File: src/rtl/pipe_pkg.sv
// Shared constants for the pipeline: ALU opcodes, RV32I major opcodes and
// the immediate-format selector used between decode and imm_gen.
package pipe_pkg;

  localparam logic [5:0] ALU_ADD  = 6'd0;
  localparam logic [5:0] ALU_SLL  = 6'd1;
  localparam logic [5:0] ALU_SLT  = 6'd2;
  localparam logic [5:0] ALU_SLTU = 6'd3;
  localparam logic [5:0] ALU_XOR  = 6'd4;
  localparam logic [5:0] ALU_SRL  = 6'd5;
  localparam logic [5:0] ALU_OR   = 6'd6;
  localparam logic [5:0] ALU_AND  = 6'd7;
  localparam logic [5:0] ALU_SRA  = 6'd8;
  localparam logic [5:0] ALU_SUB  = 6'd9;

  localparam logic [6:0] OPC_LUI    = 7'b0110111;
  localparam logic [6:0] OPC_AUIPC  = 7'b0010111;
  localparam logic [6:0] OPC_JAL    = 7'b1101111;
  localparam logic [6:0] OPC_JALR   = 7'b1100111;
  localparam logic [6:0] OPC_BRANCH = 7'b1100011;
  localparam logic [6:0] OPC_LOAD   = 7'b0000011;
  localparam logic [6:0] OPC_STORE  = 7'b0100011;
  localparam logic [6:0] OPC_OPIMM  = 7'b0010011;
  localparam logic [6:0] OPC_OP     = 7'b0110011;
  localparam logic [6:0] OPC_MISC   = 7'b0001111;
  localparam logic [6:0] OPC_SYSTEM = 7'b1110011;

  typedef enum logic [2:0] {
    IMM_I,
    IMM_S,
    IMM_B,
    IMM_U,
    IMM_J
  } imm_type_e;

endpackage

File: src/rtl/imm_gen.sv
// Combinational RV32I immediate extraction; takes instr[31:7] since the
// opcode field never contributes immediate bits.
module imm_gen
  import pipe_pkg::*;
(
  input  logic [31:7] i_instr,
  input  imm_type_e   i_type,
  output logic [31:0] o_imm
);

  always_comb begin
    o_imm = '0;
    unique case (i_type)
      IMM_I: o_imm = {{20{i_instr[31]}}, i_instr[31:20]};
      IMM_S: o_imm = {{20{i_instr[31]}}, i_instr[31:25], i_instr[11:7]};
      IMM_B: o_imm = {{19{i_instr[31]}}, i_instr[31], i_instr[7],
                      i_instr[30:25], i_instr[11:8], 1'b0};
      IMM_U: o_imm = {i_instr[31:12], 12'b0};
      IMM_J: o_imm = {{11{i_instr[31]}}, i_instr[31], i_instr[19:12],
                      i_instr[20], i_instr[30:21], 1'b0};
      default: o_imm = '0;
    endcase
  end

endmodule

File: src/rtl/id_ex_decode_stage.sv
// RV32I decode with operand selection and ALU opcode encoding, followed by
// the ID/EX pipeline register (reset > flush > stall > capture).
module id_ex_decode_stage
  import pipe_pkg::*;
#(
  parameter int unsigned XLEN       = 32,
  parameter int unsigned ALUOP_W    = 6,
  parameter int unsigned REG_ADDR_W = 5
) (
  input  logic                  clk_i,
  input  logic                  rst_i,
  input  logic                  valid_i,
  input  logic [31:0]           instr_i,
  input  logic [XLEN-1:0]       pc_i,
  input  logic [XLEN-1:0]       rs1_data_i,
  input  logic [XLEN-1:0]       rs2_data_i,
  input  logic                  stall_i,
  input  logic                  flush_i,
  output logic [REG_ADDR_W-1:0] rs1_addr_o,
  output logic [REG_ADDR_W-1:0] rs2_addr_o,
  output logic                  ready_o,
  output logic                  valid_o,
  output logic [XLEN-1:0]       op1_o,
  output logic [XLEN-1:0]       op2_o,
  output logic [ALUOP_W-1:0]    aluop_o,
  output logic [XLEN-1:0]       store_data_o,
  output logic [REG_ADDR_W-1:0] rd_addr_o,
  output logic                  rd_we_o,
  output logic                  mem_rd_o,
  output logic                  mem_wr_o,
  output logic                  branch_o,
  output logic [2:0]            funct3_o,
  output logic                  illegal_o
);

  typedef struct packed {
    logic                  valid;
    logic [XLEN-1:0]       op1;
    logic [XLEN-1:0]       op2;
    logic [ALUOP_W-1:0]    aluop;
    logic [XLEN-1:0]       store_data;
    logic [REG_ADDR_W-1:0] rd_addr;
    logic                  rd_we;
    logic                  mem_rd;
    logic                  mem_wr;
    logic                  branch;
    logic [2:0]            funct3;
    logic                  illegal;
  } idex_t;

  logic [6:0]  w_opcode;
  logic [2:0]  w_funct3;
  logic [6:0]  w_funct7;
  logic [4:0]  w_rd;
  imm_type_e   w_imm_type;
  logic [31:0] w_imm;
  idex_t       w_dec;
  logic        w_legal;
  logic        w_has_rd;
  idex_t       r_idex;

  assign w_opcode   = instr_i[6:0];
  assign w_funct3   = instr_i[14:12];
  assign w_funct7   = instr_i[31:25];
  assign w_rd       = instr_i[11:7];
  assign rs1_addr_o = instr_i[19:15];
  assign rs2_addr_o = instr_i[24:20];
  assign ready_o    = ~stall_i;

  always_comb begin
    w_imm_type = IMM_I;
    unique case (w_opcode)
      OPC_STORE:           w_imm_type = IMM_S;
      OPC_BRANCH:          w_imm_type = IMM_B;
      OPC_LUI, OPC_AUIPC:  w_imm_type = IMM_U;
      OPC_JAL:             w_imm_type = IMM_J;
      default:             w_imm_type = IMM_I;
    endcase
  end

  imm_gen u_imm_gen (
    .i_instr (instr_i[31:7]),
    .i_type  (w_imm_type),
    .o_imm   (w_imm)
  );

  // funct3 maps 1:1 onto ALU_ADD..ALU_AND; only SUB and SRA need remapping.
  always_comb begin
    w_dec          = '0;
    w_legal        = 1'b1;
    w_has_rd       = 1'b0;
    w_dec.valid    = 1'b1;
    w_dec.rd_addr  = w_rd;
    w_dec.funct3   = w_funct3;
    w_dec.aluop    = ALU_ADD;
    unique case (w_opcode)
      OPC_OP: begin
        w_has_rd  = 1'b1;
        w_dec.op1 = rs1_data_i;
        w_dec.op2 = rs2_data_i;
        w_dec.aluop = {3'b000, w_funct3};
        if (w_funct3 == 3'd1 || w_funct3 == 3'd5)
          w_dec.op2 = {{(XLEN-5){1'b0}}, rs2_data_i[4:0]};
        if (w_funct7 == 7'h20) begin
          if (w_funct3 == 3'd0)      w_dec.aluop = ALU_SUB;
          else if (w_funct3 == 3'd5) w_dec.aluop = ALU_SRA;
          else                       w_legal = 1'b0;
        end else if (w_funct7 != 7'h00) begin
          w_legal = 1'b0;
        end
      end
      OPC_OPIMM: begin
        w_has_rd    = 1'b1;
        w_dec.op1   = rs1_data_i;
        w_dec.op2   = w_imm;
        w_dec.aluop = {3'b000, w_funct3};
        if (w_funct3 == 3'd1 || w_funct3 == 3'd5) begin
          w_dec.op2 = {{(XLEN-5){1'b0}}, instr_i[24:20]};
          if (w_funct3 == 3'd5 && w_funct7 == 7'h20) w_dec.aluop = ALU_SRA;
          else if (w_funct7 != 7'h00)                w_legal = 1'b0;
        end
      end
      OPC_LOAD: begin
        w_has_rd     = 1'b1;
        w_dec.mem_rd = 1'b1;
        w_dec.op1    = rs1_data_i;
        w_dec.op2    = w_imm;
        if (w_funct3 == 3'd3 || w_funct3 == 3'd6 || w_funct3 == 3'd7)
          w_legal = 1'b0;
      end
      OPC_STORE: begin
        w_dec.mem_wr     = 1'b1;
        w_dec.op1        = rs1_data_i;
        w_dec.op2        = w_imm;
        w_dec.store_data = rs2_data_i;
        if (w_funct3 > 3'd2) w_legal = 1'b0;
      end
      OPC_BRANCH: begin
        w_dec.branch = 1'b1;
        w_dec.op1    = rs1_data_i;
        w_dec.op2    = rs2_data_i;
        w_dec.aluop  = ALU_SUB;
        if (w_funct3 == 3'd2 || w_funct3 == 3'd3) w_legal = 1'b0;
      end
      OPC_LUI: begin
        w_has_rd  = 1'b1;
        w_dec.op2 = w_imm;
      end
      OPC_AUIPC: begin
        w_has_rd  = 1'b1;
        w_dec.op1 = pc_i;
        w_dec.op2 = w_imm;
      end
      OPC_JAL, OPC_JALR: begin
        w_has_rd  = 1'b1;
        w_dec.op1 = pc_i;
        w_dec.op2 = XLEN'(4);
        if (w_opcode == OPC_JALR && w_funct3 != 3'd0) w_legal = 1'b0;
      end
      OPC_MISC: begin
        if (w_funct3 != 3'd0) w_legal = 1'b0;
      end
      OPC_SYSTEM: begin
        if (!(instr_i[31:7] == 25'd0 ||
              (instr_i[31:20] == 12'h001 && instr_i[19:7] == 13'd0)))
          w_legal = 1'b0;
      end
      default: w_legal = 1'b0;
    endcase

    if (!w_legal) begin
      w_dec            = '0;
      w_dec.valid      = 1'b1;
      w_dec.rd_addr    = w_rd;
      w_dec.funct3     = w_funct3;
      w_dec.illegal    = 1'b1;
      w_has_rd         = 1'b0;
    end
    w_dec.rd_we = w_has_rd && (w_rd != 5'd0);
  end

  always_ff @(posedge clk_i) begin
    if (rst_i)          r_idex <= '0;
    else if (flush_i)   r_idex <= '0;
    else if (!stall_i)  r_idex <= valid_i ? w_dec : '0;
  end

  assign valid_o      = r_idex.valid;
  assign op1_o        = r_idex.op1;
  assign op2_o        = r_idex.op2;
  assign aluop_o      = r_idex.aluop;
  assign store_data_o = r_idex.store_data;
  assign rd_addr_o    = r_idex.rd_addr;
  assign rd_we_o      = r_idex.rd_we;
  assign mem_rd_o     = r_idex.mem_rd;
  assign mem_wr_o     = r_idex.mem_wr;
  assign branch_o     = r_idex.branch;
  assign funct3_o     = r_idex.funct3;
  assign illegal_o    = r_idex.illegal;

endmodule
File: config.mk
export PLATFORM = sky130hd
export DESIGN_NAME = id_ex_decode_stage
export DESIGN_NICKNAME = d
export VERILOG_FILES = /design/src/rtl/pipe_pkg.sv /design/src/rtl/imm_gen.sv /design/src/rtl/id_ex_decode_stage.sv
export SDC_FILE = /design/constraint.sdc
export NUM_CORES = 1
export LEC_CHECK = 0
export BUFFER_PORTS_ARGS = -buffer_cell sky130_fd_sc_hd__buf_4
export CELL_PAD_IN_SITES_DETAIL_PLACEMENT = 0
export CELL_PAD_IN_SITES_GLOBAL_PLACEMENT = 1
export CORE_UTILIZATION = 33
export DETAILED_ROUTE_END_ITERATION = 8
export PLACE_DENSITY_LB_ADDON = 0.08
export SLEW_MARGIN = 0
export SYNTH_ARGS = -nofsm -noshare
export SYNTH_HDL_FRONTEND = slang
export SYNTH_SLANG_ARGS = --single-unit
File: constraint.sdc
create_clock -name clk_i -period 3.1 [get_ports clk_i]
set_clock_uncertainty 0.15 [all_clocks]
set_input_delay 0.465 -clock clk_i [delete_from_list [all_inputs] [get_ports clk_i]]
set_output_delay 0.465 -clock clk_i [all_outputs]
set_load 0.02 [all_outputs]
== Yosys cells after proc, flatten, opt, wreduce, memory -nomap -nowiden ==
Cells that the tools add are included.

* Logic and storage cells: 92
* Bits in latches: 0
* Flip-flop bits (word level): 116
* ROM bits: 0
* Bits in writable memories: 0
* Memories kept: 0

* Eq/ne operators: 23
* Order comparisons: 1
* Multipliers: 0
* Shifts and indexed selects: 0
* Bitwise gates (word level): 1
* Multiplexer cells: 32
* Reduce and logical (&&, ||, !) cells: 23
* Div/mod/pow operators: 0
* Add/subtract/negate cells: 0

{| class="wikitable"
|+ Operators with widths
! kind !! number
|-
| $pmux W32 S5 || 2
|-
| $mux W116 || 1
|-
| $mux W115 || 1
|-
| $mux W32 || 2
|-
| $pmux W32 S2 || 1
|-
| $mux W38 || 1
|-
| $eq A7 B6 Y1 const B || 4
|-
| $eq A7 B7 Y1 const B || 4
|-
| $logic_not A25 Y1 || 1
|-
| $pmux W6 S3 || 1
|-
| $mux W1 || 17
|-
| $mux W4 || 4
|-
| $eq A7 B5 Y1 const B || 2
|-
| $logic_not A13 Y1 || 1
|-
| $eq A12 B1 Y1 const B || 1
|-
| $eq A3 B2 Y1 const B || 4
|-
| $eq A3 B3 Y1 const B || 4
|-
| $pmux W3 S4 || 1
|-
| $pmux W1 S9 || 1
|-
| $eq A7 B2 Y1 const B || 1
|-
| $eq A7 B4 Y1 const B || 1
|-
| $reduce_bool A7 Y1 || 1
|-
| $reduce_or A7 Y1 || 1
|-
| $eq A3 B1 Y1 const B || 2
|-
| 11 further kinds || 21
|}

== Longest topological paths before layout ==
Gate-level depths: netlist of the first run.

* Depth after elaboration: 9
* Depth in mapped cells: 10
* Gate-level depth less buffers: 7

== By module ==
Synthesis of the first run repeated with hierarchy kept, for this count alone.

* Cells, all modules: 706
* Area, all modules: 5,900.7 um^2

{| class="wikitable"
|+ Modules (own cells, without submodules)
! module !! seq. area each (um^2) !! cells an instance !! times used !! area each (um^2)
|-
| id_ex_decode_stage || 2,282.2 || 612 || 1 || 5,360.1
|-
| imm_gen || 0.0 || 94 || 1 || 540.5
|}

== Worst setup path after synthesis of the first run ==
OpenSTA, ideal clock, no wires.

* Kind: input to register
* Start point: in instr_i[3]
* End point: reg r_idex, in the netlist store_data_o[20]
* Library setup time: 0.066 ns
* Buffers on the path: 2
* Cell stages on the path: 9
* Arrival time: 2.262 ns
* Setup slack: 0.623 ns
* Cells stage by stage: buf_2 and4bb_2 nand2_1 nor4_2 a211oi_2 a2111oi_4 buf_6 a22oi_2 nor2_2

* Cells in the longest elaborated chain, start to end: 6
* Elaborated cells between the ends (all ways): 19

{| class="wikitable"
|+ RTL lines
! what !! RTL line !! text
|-
| start, declared || id_ex_decode_stage.sv:13 || <nowiki>input logic [31:0] instr_i,</nowiki>
|-
| $eq A7 B7 Y1 || id_ex_decode_stage.sv:96, id_ex_decode_stage.sv:158 ||
|-
| $logic_and A1 B1 Y1 || id_ex_decode_stage.sv:158 || <nowiki>if (w_opcode == OPC_JALR && w_funct3 != 3'd0) w_legal = 1'b0;</nowiki>
|-
| $mux W1 || id_ex_decode_stage.sv:158 ||
|-
| $pmux W1 S9 || id_ex_decode_stage.sv:96 || <nowiki>unique case (w_opcode)</nowiki>
|-
| $mux W115 * || id_ex_decode_stage.sv:171 || <nowiki>if (!w_legal) begin</nowiki>
|-
| $mux W116 * || id_ex_decode_stage.sv:185 || <nowiki>else if (!stall_i) r_idex <= valid_i ? w_dec : '0;</nowiki>
|-
| end signal, assigned || id_ex_decode_stage.sv:185 ||
|-
| end, declared || id_ex_decode_stage.sv:60 || <nowiki>idex_t r_idex;</nowiki>
|}

Every way passes the cells marked *; elsewhere a longest branch is shown, timed or not.
A chain may end at the register's enable or synchronous reset.

== Worst setup path after layout of the first run ==
* Start point: in instr_i[16]
* End point: reg r_idex, in the netlist store_data_o[12]

* Cells in the longest elaborated chain, start to end: 7
* Elaborated cells between the ends (all ways): 8

{| class="wikitable"
|+ RTL lines
! what !! RTL line !! text
|-
| $logic_not A13 Y1 || id_ex_decode_stage.sv:165 || <nowiki>(instr_i[31:20] == 12'h001 && instr_i[19:7] == 13'd0)))</nowiki>
|-
| $logic_and A1 B1 Y1 || id_ex_decode_stage.sv:165 ||
|-
| $logic_or A1 B1 Y1 * || id_ex_decode_stage.sv:164 || <nowiki>if (!(instr_i[31:7] == 25'd0 ||</nowiki>
|-
| $mux W1 * || id_ex_decode_stage.sv:164 ||
|-
| $pmux W1 S9 * || id_ex_decode_stage.sv:96 ||
|-
| $mux W115 * || id_ex_decode_stage.sv:171 ||
|-
| $mux W116 * || id_ex_decode_stage.sv:185 ||
|}

Marked as above.

==> results of run 1 <==
## through the flow
stage               power, W  hold WS (ps)
global placement     0.00185           288
floorplan            0.00165           378
detailed placement   0.00186           299
finish               0.00365           143
global route         0.00377           144
CTS                  0.00368           130
## worst max-delay path, stage by stage
cell	delay (ps)
sky130_fd_sc_hd__buf_4	120
sky130_fd_sc_hd__nor4_1	380
sky130_fd_sc_hd__nand4_1	190
sky130_fd_sc_hd__nor4_2	310
sky130_fd_sc_hd__a211oi_2	110
sky130_fd_sc_hd__a2111oi_4	430
sky130_fd_sc_hd__buf_12	300
sky130_fd_sc_hd__a22oi_1	110
sky130_fd_sc_hd__nor2_1	130
## power groups by stage
stage | combinational, W | clock, W | sequential (W)
3_3_place_gp | 0.000352 | 0 | 0.00150
5_1_grt | 0.000382 | 0.00192 | 0.00147
2_1_floorplan | 0.000148 | 0 | 0.00151
6_report | 0.000358 | 0.00182 | 0.00147
4_1_cts | 0.000357 | 0.00185 | 0.00147
3_5_place_dp | 0.000356 | 0 | 0.00150
## synthesized netlist by cell type (3+ instances only)
| cell | count | share of area, % |
|---|---|---|
| sky130_fd_sc_hd__a21oi_1 | 33 | 3.1 |
| sky130_fd_sc_hd__a221oi_1 | 12 | 2.0 |
| sky130_fd_sc_hd__a22o_1 | 35 | 5.8 |
| sky130_fd_sc_hd__a22oi_1 | 20 | 2.8 |
| sky130_fd_sc_hd__a22oi_2 | 29 | 6.9 |
| sky130_fd_sc_hd__a32oi_1 | 34 | 5.6 |
| sky130_fd_sc_hd__buf_1 | 3 | 0.21 |
| sky130_fd_sc_hd__buf_2 | 17 | 1.6 |
| sky130_fd_sc_hd__buf_4 | 12 | 1.7 |
| sky130_fd_sc_hd__buf_6 | 4 | 0.85 |
| sky130_fd_sc_hd__clkbuf_1 | 29 | 2.1 |
| sky130_fd_sc_hd__dfxtp_1 | 114 | 43 |
| sky130_fd_sc_hd__inv_1 | 4 | 0.28 |
| sky130_fd_sc_hd__nand2_1 | 59 | 4.2 |
| sky130_fd_sc_hd__nand2b_1 | 6 | 0.71 |
| sky130_fd_sc_hd__nand3_1 | 7 | 0.66 |
| sky130_fd_sc_hd__nand4_1 | 4 | 0.47 |
| sky130_fd_sc_hd__nor2_1 | 63 | 4.5 |
| sky130_fd_sc_hd__nor2_2 | 29 | 3.4 |
| sky130_fd_sc_hd__nor3_1 | 6 | 0.57 |
| sky130_fd_sc_hd__nor4_1 | 4 | 0.47 |
| sky130_fd_sc_hd__o21ai_0 | 26 | 2.5 |
| sky130_fd_sc_hd__o21ai_1 | 11 | 1.0 |
## registers in the layout, indices dropped and copies added (netlist names), 3 cells and up
register	flops
rd_addr_o	5
op1_o	32
aluop_o	4
funct3_o	3
op2_o	32
store_data_o	32
## final cells by class
cell class,count,area (um2),area share (%)
multi-input cells,410,2670,34.1
flip-flops and latches,114,2280,29.1
repair buffers,273,2060,26.3
clock buffers,25,495,6.32
well taps,211,264,3.37
clock inverters,5,52.6,0.670
inverters,4,15.0,0.191
## routing by layer
| layer | vias up | share of wire [%] | global-route usage [%] | routed length (um) |
|---|---|---|---|---|
| li1 | 2641 | - | - | - |
| met1 | 2689 | 43 | 29.4 | 8420 |
| met4 | 0 | 1.8 | 9.07 | 357 |
| met3 | 28 | 7.4 | 6.32 | 1440 |
| met5 | - | 0 | 0 | 0 |
| met2 | 214 | 48 | 38.7 | 9320 |
## logic make-up (layout without fill, tap and decap cells)
group | Yosys count | in the layout | synth area share [%]
DFF | 114 | 114 | 43.2
muxes | 2 | 2 | 0.403
other | 1 | 2 | 0.0710
and+or+nand+nor | 190 | 190 | 16.8
AOI/OAI and AO/OA | 216 | 216 | 32.8
buffers and inverters | 69 | 307 | 6.73
## how the worst max path moves through the flow
| stage | end | slack [ps] | cells after the start | startpoint |
|---|---|---|---|---|
| final | store_data_o[12] | 730 | 9 | instr_i[16] |
| after global routing | store_data_o[12] | 580 | 9 | instr_i[16] |
| after CTS | store_data_o[12] | 710 | 9 | instr_i[16] |
| after floorplan | store_data_o[20] | 620 | 9 | instr_i[3] |
| after detailed placement | store_data_o[12] | 290 | 9 | instr_i[16] |
| after global placement | store_data_o[11] | 360 | 9 | instr_i[16] |
==> results.md, run 1 <==
Synthesis:
- The post-synthesis register bit count is 114.
- The count of flip-flops with a built-in enable after synthesis is 0.
- The synthesized netlist occupies a cell area of 5280 um2.
- The mean post-synth cell area is 8.92 um2.
- The leading register cell type out of synthesis is sky130_fd_sc_hd__dfxtp_1.
- Counting every instance in the synthesized netlist gives 592.
- Of the synthesized area, sequential elements account for 43.2%.
- After synthesis, the share of flip-flops with an asynchronous set or reset is 0%.
- Yosys mapped the design onto 46 distinct sky130hd cell types.
- The number of synthesis warnings is 0.

Timing:
- Setup violations remaining at the end of the flow were counted as 0.
- The total negative slack is 0 ps.
- The number of failing hold endpoints at the final stage is 0.
- Setup repair after global routing left no endpoint under its margin.
- The maximum achievable frequency is 0.421 GHz.
- The minimum clock period is 2370 ps.
- The final clock period utilization by the worst path is 76.6%.
- Once routing completed, OpenROAD measured the worst setup slack at 726 ps.
- The slew at the pin closest to its max-slew limit is 730 ps.
- The headroom to the max-slew limit is 51.4%.
- The number of pins with negative max-slew slack in the final report came to 0.

Clocking:
- TritonCTS built the clock tree.
- The number of gates resized after CTS was 0.
- The number of clock buffers inserted by TritonCTS is 17.
- The clock tree synthesis step divided the H-tree into 4 levels.
- The clock passes through at most 2 buffers.
- The root buffer cell chosen for the clock tree is sky130_fd_sc_hd__clkbuf_16.
- The cts-stage hold buffer count is 0.
- The total clock sinks is 114.
- The later pin in the worst-skew pair is clocked with a latency of 400 ps.
- Clock-pin slew was measured on the worst setup and hold paths at 50 ps.
- After clock tree synthesis, the setup repair step added 0 buffers.

Critical path:
- Across all register-to-register paths, the minimum setup slack is 2060 ps.
- The endpoint type of the worst setup path is a flop.
- The data arrival time of the critical path is 2560 ps.
- The required arrival time at the worst endpoint is 3280 ps.
- STA classifies the critical path startpoint as an input port.
- The kind of critical path is in2reg.
- The startpoint identified for the worst register-to-register timing path is op2_o[11].
- The highest net fanout along the worst path is 33.
- For the worst flop-to-flop path, the logic depth is 2.
- The endpoint identified for the worst register-to-register timing path is op2_o[11].

Floorplan:
- The count of standard-cell rows is 45.
- The floorplan step set the die height to 129 um.
- The die width is 129 um.
- The boundary pin count is 260.
- The full die area is 16500 um2.
- The starting density of the core is 34.2%.
- The core region is 15400 um2.

Routing:
- The total wire length after detailed routing is 19500 um.
- The count of nets left with antenna violations after detail routing is 0.
- The number of DRC violations after detailed-routing iteration 0 is 275.
- The total DRC errors in the routed layout is 0.
- The routed wire length per instance is 18.7 um.
- The first detailed-routing pass took 5 iterations.
- Dividing the detail-routed via count by the number of cells gives 5.35.
- The total number of vias is 5572.

Global routing:
- Entering global routing, the biggest net connects 51 pins.
- The via count of the first global-routing pass came to 5533.
- The number of antenna violations at the first check in global routing came to 0.
- The total congestion overflow after global routing is 0.
- The first global-routing pass estimated 29800 um of wire.
- Across every metal layer, demand over resource in global routing totals 23.5%.

Power:
- In this run the power density over the cells is 466 nW/um2.
- Per report_power, the combinational group accounts for 9.8% of the total.
- The worst-case IR drop observed on VDD is 0.000355 V.
- The power spent charging and discharging nets is 0.000848 W.
- In this run switching power makes up 23.2% of total power.
- The leakage power is 3.14 nW.
- The part of the power in the clock network is 49.9%.
- Of the total power, registers draw 40.3%.
- The internal portion of the total power is 0.00280 W.

Cells and area:
- The area growth from synthesis to layout is 48.4%.
- The net count of the finished layout is 953.
- The final design area excluding fillers is 7840 um2.
- The top cell types in the final layout, fill and taps aside, are sky130_fd_sc_hd__buf_4 (272), sky130_fd_sc_hd__dfxtp_1 (114), sky130_fd_sc_hd__nor2_1 (62).
- Cells fill 50.8% of the core in the end.
- The antenna cell count is 0.
- The final instance count without filler cells is 1042.
- The count of filler cells inserted in the layout is 1484.
- Cells with a size suffix above 1 make up 44.4% of the layout.
- The library cell used most frequently in the layout, excluding fill and tap cells, is sky130_fd_sc_hd__buf_4.

Place:
- Timing analysis after detailed placement gives a worst setup slack of 286 ps.
- The count of placed standard cells including taps is 1012.
- The half-perimeter wire length after detailed placement is 14400 um.
- The total cell area at the placement stage is 7290 um2.
- The final weighted congestion in routability-driven placement is 0.857.
- Buffers placed on the I/O ports in this run total 257.

Worst hold path:
- The worst-case hold path end point is store_data_o[7].
- The startpoint of the worst hold path is rs2_data_i[7].
- The min-delay analysis places its worst path in the category in2reg.
- The count of cells along the worst hold path is 3.

Flow run:
- The count of maximum capacitance violations is 0.

Outcome:
- The run finished with clean final reports.
(Power assumes the default switching activity.)
==> run 2, diff against run 1 <==
==> constraint.sdc (replaced) <==
create_clock -name clk_i -period 2.2 [get_ports clk_i]
set_clock_uncertainty 0.15 [all_clocks]
set_input_delay 0.33 -clock clk_i [delete_from_list [all_inputs] [get_ports clk_i]]
set_output_delay 0.33 -clock clk_i [all_outputs]
set_load 0.02 [all_outputs]
==> results.md, run 2 (synthesis gave the netlist of run 1 again) <==
Cells and area:
- The area added between synthesis and finish is 65.8%.
- The area taken by flip-flops and latches came to 2280 um2 (unchanged).
- The top cell types in the final layout, fill and taps aside, are sky130_fd_sc_hd__buf_4 (329), sky130_fd_sc_hd__dfxtp_1 (114), sky130_fd_sc_hd__nor2_1 (62).
- The final design area excluding fillers is 8760 um2 (+12%).
- The final instance count without filler cells is 1132 (+8.6%).
- The count of filler cells inserted in the layout is 1474 (-0.67%).
- The total area of multi-input combinational cells is 2710 um2 (+1.3%).
- The net count of the finished layout was 1041 (+9.2%).
- Leaving out fill and tap cells, the most frequent cell in the layout is sky130_fd_sc_hd__buf_4.
- The share of layout cells above drive strength 1 is 48.2% (+3.8 points).
- The antenna cell count was 0 (unchanged).

Routing:
- The total DRC errors in the routed layout was 0 (unchanged).
- The iteration count of the initial detailed-routing pass came to 5 (unchanged).
- The routed wire length per instance is 18.4 um (-1.7%).
- The count of nets left with antenna violations after detail routing was 0 (unchanged).
- The number of DRC violations after detailed-routing iteration 0 is 298 (+8.4%).
- The average vias per placed instance is 5.24 (-2.0%).
- The total wire length after detailed routing was 20900 um (+6.7%).
- The total number of vias is 5935 (+6.5%).

Place:
- The final weighted congestion in routability-driven placement is 0.898 (+4.8%).
- The worst setup timing slack at the placement stage was -440 ps (-726 ps).
- The count of placed standard cells including taps was 1074 (+6.1%).
- The count of buffers from port buffering is 257 (unchanged).
- The half-perimeter wire length after detailed placement came to 15300 um (+6.3%).
- The total cell area at the placement stage is 7850 um2 (+7.6%).

Clocking:
- The total clock sinks is 114 (unchanged).
- The number of clock buffers inserted by TritonCTS is 17 (unchanged).
- The maximum number of buffers from clock root to sink is 2 (unchanged).
- The clock insertion delay at the later pin of the skew report was 420 ps (+20 ps).
- TritonCTS built the clock tree.
- The cell at the root of the clock tree is sky130_fd_sc_hd__clkbuf_16.
- The register clock-pin slew on the reported worst setup and hold paths is 60 ps (about the same).
- The number of levels the H-tree was split into is 4 (unchanged).

Critical path:
- The kind of cell with the highest combined delay on the critical path is compound AO/OA/AOI/OAI gates.
- The combined buffer and inverter count along the critical path is 3 (+1).
- The kind of critical path is in2reg.
- The highest net fanout along the worst path came to 14 (-58%).
- The required arrival time at the worst endpoint was 2400 ps (-880 ps).
- The data arrival time of the critical path was 2330 ps (-230 ps).
- STA classifies the critical path startpoint as an input port.
- The largest stage delay on the critical path is 380 ps (-50 ps).
- On the critical path, the stage with the largest delay is an instance of sky130_fd_sc_hd__a2111oi_4.
- Walking the worst path, the cells encountered are buf_4, or2_1, a221o_1, a211oi_2, a211oi_2, a2111oi_4, buf_4, buf_12, a22oi_2, nor2_2.
- The endpoint type of the worst setup path is a flop.

Outcome:
- The run finished with clean final reports.

Floorplan:
- The full die area is 16500 um2 (unchanged).
- The count of standard-cell rows is 45 (unchanged).
- The die width is 129 um (unchanged).
- The boundary pin count is 260 (unchanged).
- The area of the placeable core was 15400 um2 (unchanged).
- The starting density of the core is 34.2% (unchanged).
- The die outline height was 129 um (unchanged).

Timing:
- The slew at the pin closest to its max-slew limit was 582 ps (-148 ps).
- The headroom to the max-slew limit is 61.2% (+9.9 points).
- The number of pins with negative max-slew slack in the final report is 0 (unchanged).
- The final clock period utilization by the worst path is 96.9%.
- Timing would allow up to 0.469 GHz.
- The final worst slack is 68.1 ps (-658 ps).
- For the finished layout, the period the worst path requires is 2130 ps.
- The number of failing hold endpoints at the final stage is 0 (unchanged).
- The final setup violation count was 0 (unchanged).
- Setup repair after global routing could not meet its margin everywhere.
- The worst hold margin is 19.8 ps (-123 ps).

Power:
- The sum of internal, switching and leakage power was 0.00555 W (+52%).
- The largest voltage drop on the vdd net is 0.000550 V (+55%).
- The leakage power came to 3.62 nW (+15%).
- The power density over the cells is 634 nW/um2 (+36%).

Global routing:
- The global-route wire length before repair is 30800 um (+3.3%).
- The total congestion overflow after global routing is 0 (unchanged).
- The number of antenna violations at the first check in global routing came to 0 (unchanged).
- The largest net degree at the start of global routing is 73 (+43%).
- The overall fraction of global-route tracks in use was 24.6% (+1.0 points).
- The via count of the first global-routing pass is 5788 (+4.6%).

Worst hold path:
- The worst hold path belongs to the class in2reg.

Flow run:
- The count of maximum capacitance violations is 0 (unchanged).
run 2: worst paths after layout:
path             startpoint          endpoint  slack [ps]  depth (start not counted)
max             instr_i[12]   store_data_o[4]          70                         10
min          rs2_data_i[12]  store_data_o[12]          20                          3
max reg2reg       op2_o[11]         op2_o[11]        1180                          2
min reg2reg       op2_o[27]         op2_o[27]         300                          2
run 2: report_power, final:
group          switching, W  internal (W)  leakage, nW  total [W]
clock network      0.000961       0.00189        0.295    0.00285
logic              0.000308      0.000316         2.40   0.000623
registers        0.00000230       0.00207        0.918    0.00207
run 2: layer usage:
metal	vias to the layer above	GRT usage (%)	wire length (um)
li1	2817	-	-
met2	231	40.4	9980
met3	24	6.94	1490
met1	2863	30.9	9060
met4	0	8.17	323
met5	-	0	0
run 2: layout make-up:
class,instances,area share [%]
repair buffers,361,32.8
multi-input cells,410,30.9
flip-flops and latches,114,26.1
clock buffers,23,5.57
well taps,211,3.01
clock inverters,9,1.46
inverters,4,0.171
run 2: tightest hold or removal path: cells and delay by family:
kind	cells	cell delay (ps)
compound gates	1	50
buf+inv	1	90
simple gates	1	70
run 2: repair_timing:
action,4_1_cts,5_1_grt
cloned,0,2
resized for setup,1,6
setup buffers,0,1
hold buffers,22,1
endpoints found under the hold margin,22,1
setup endpoints to repair,3,35
pin swaps,0,3
run 2: stage by stage:
stage	util, %	TNS, ps
after floorplan	-	-2010
after global placement	50.9	-31720
after detailed placement	50.9	-35920
after CTS	56.3	0
after global routing	56.8	-8.13
final	56.8	0
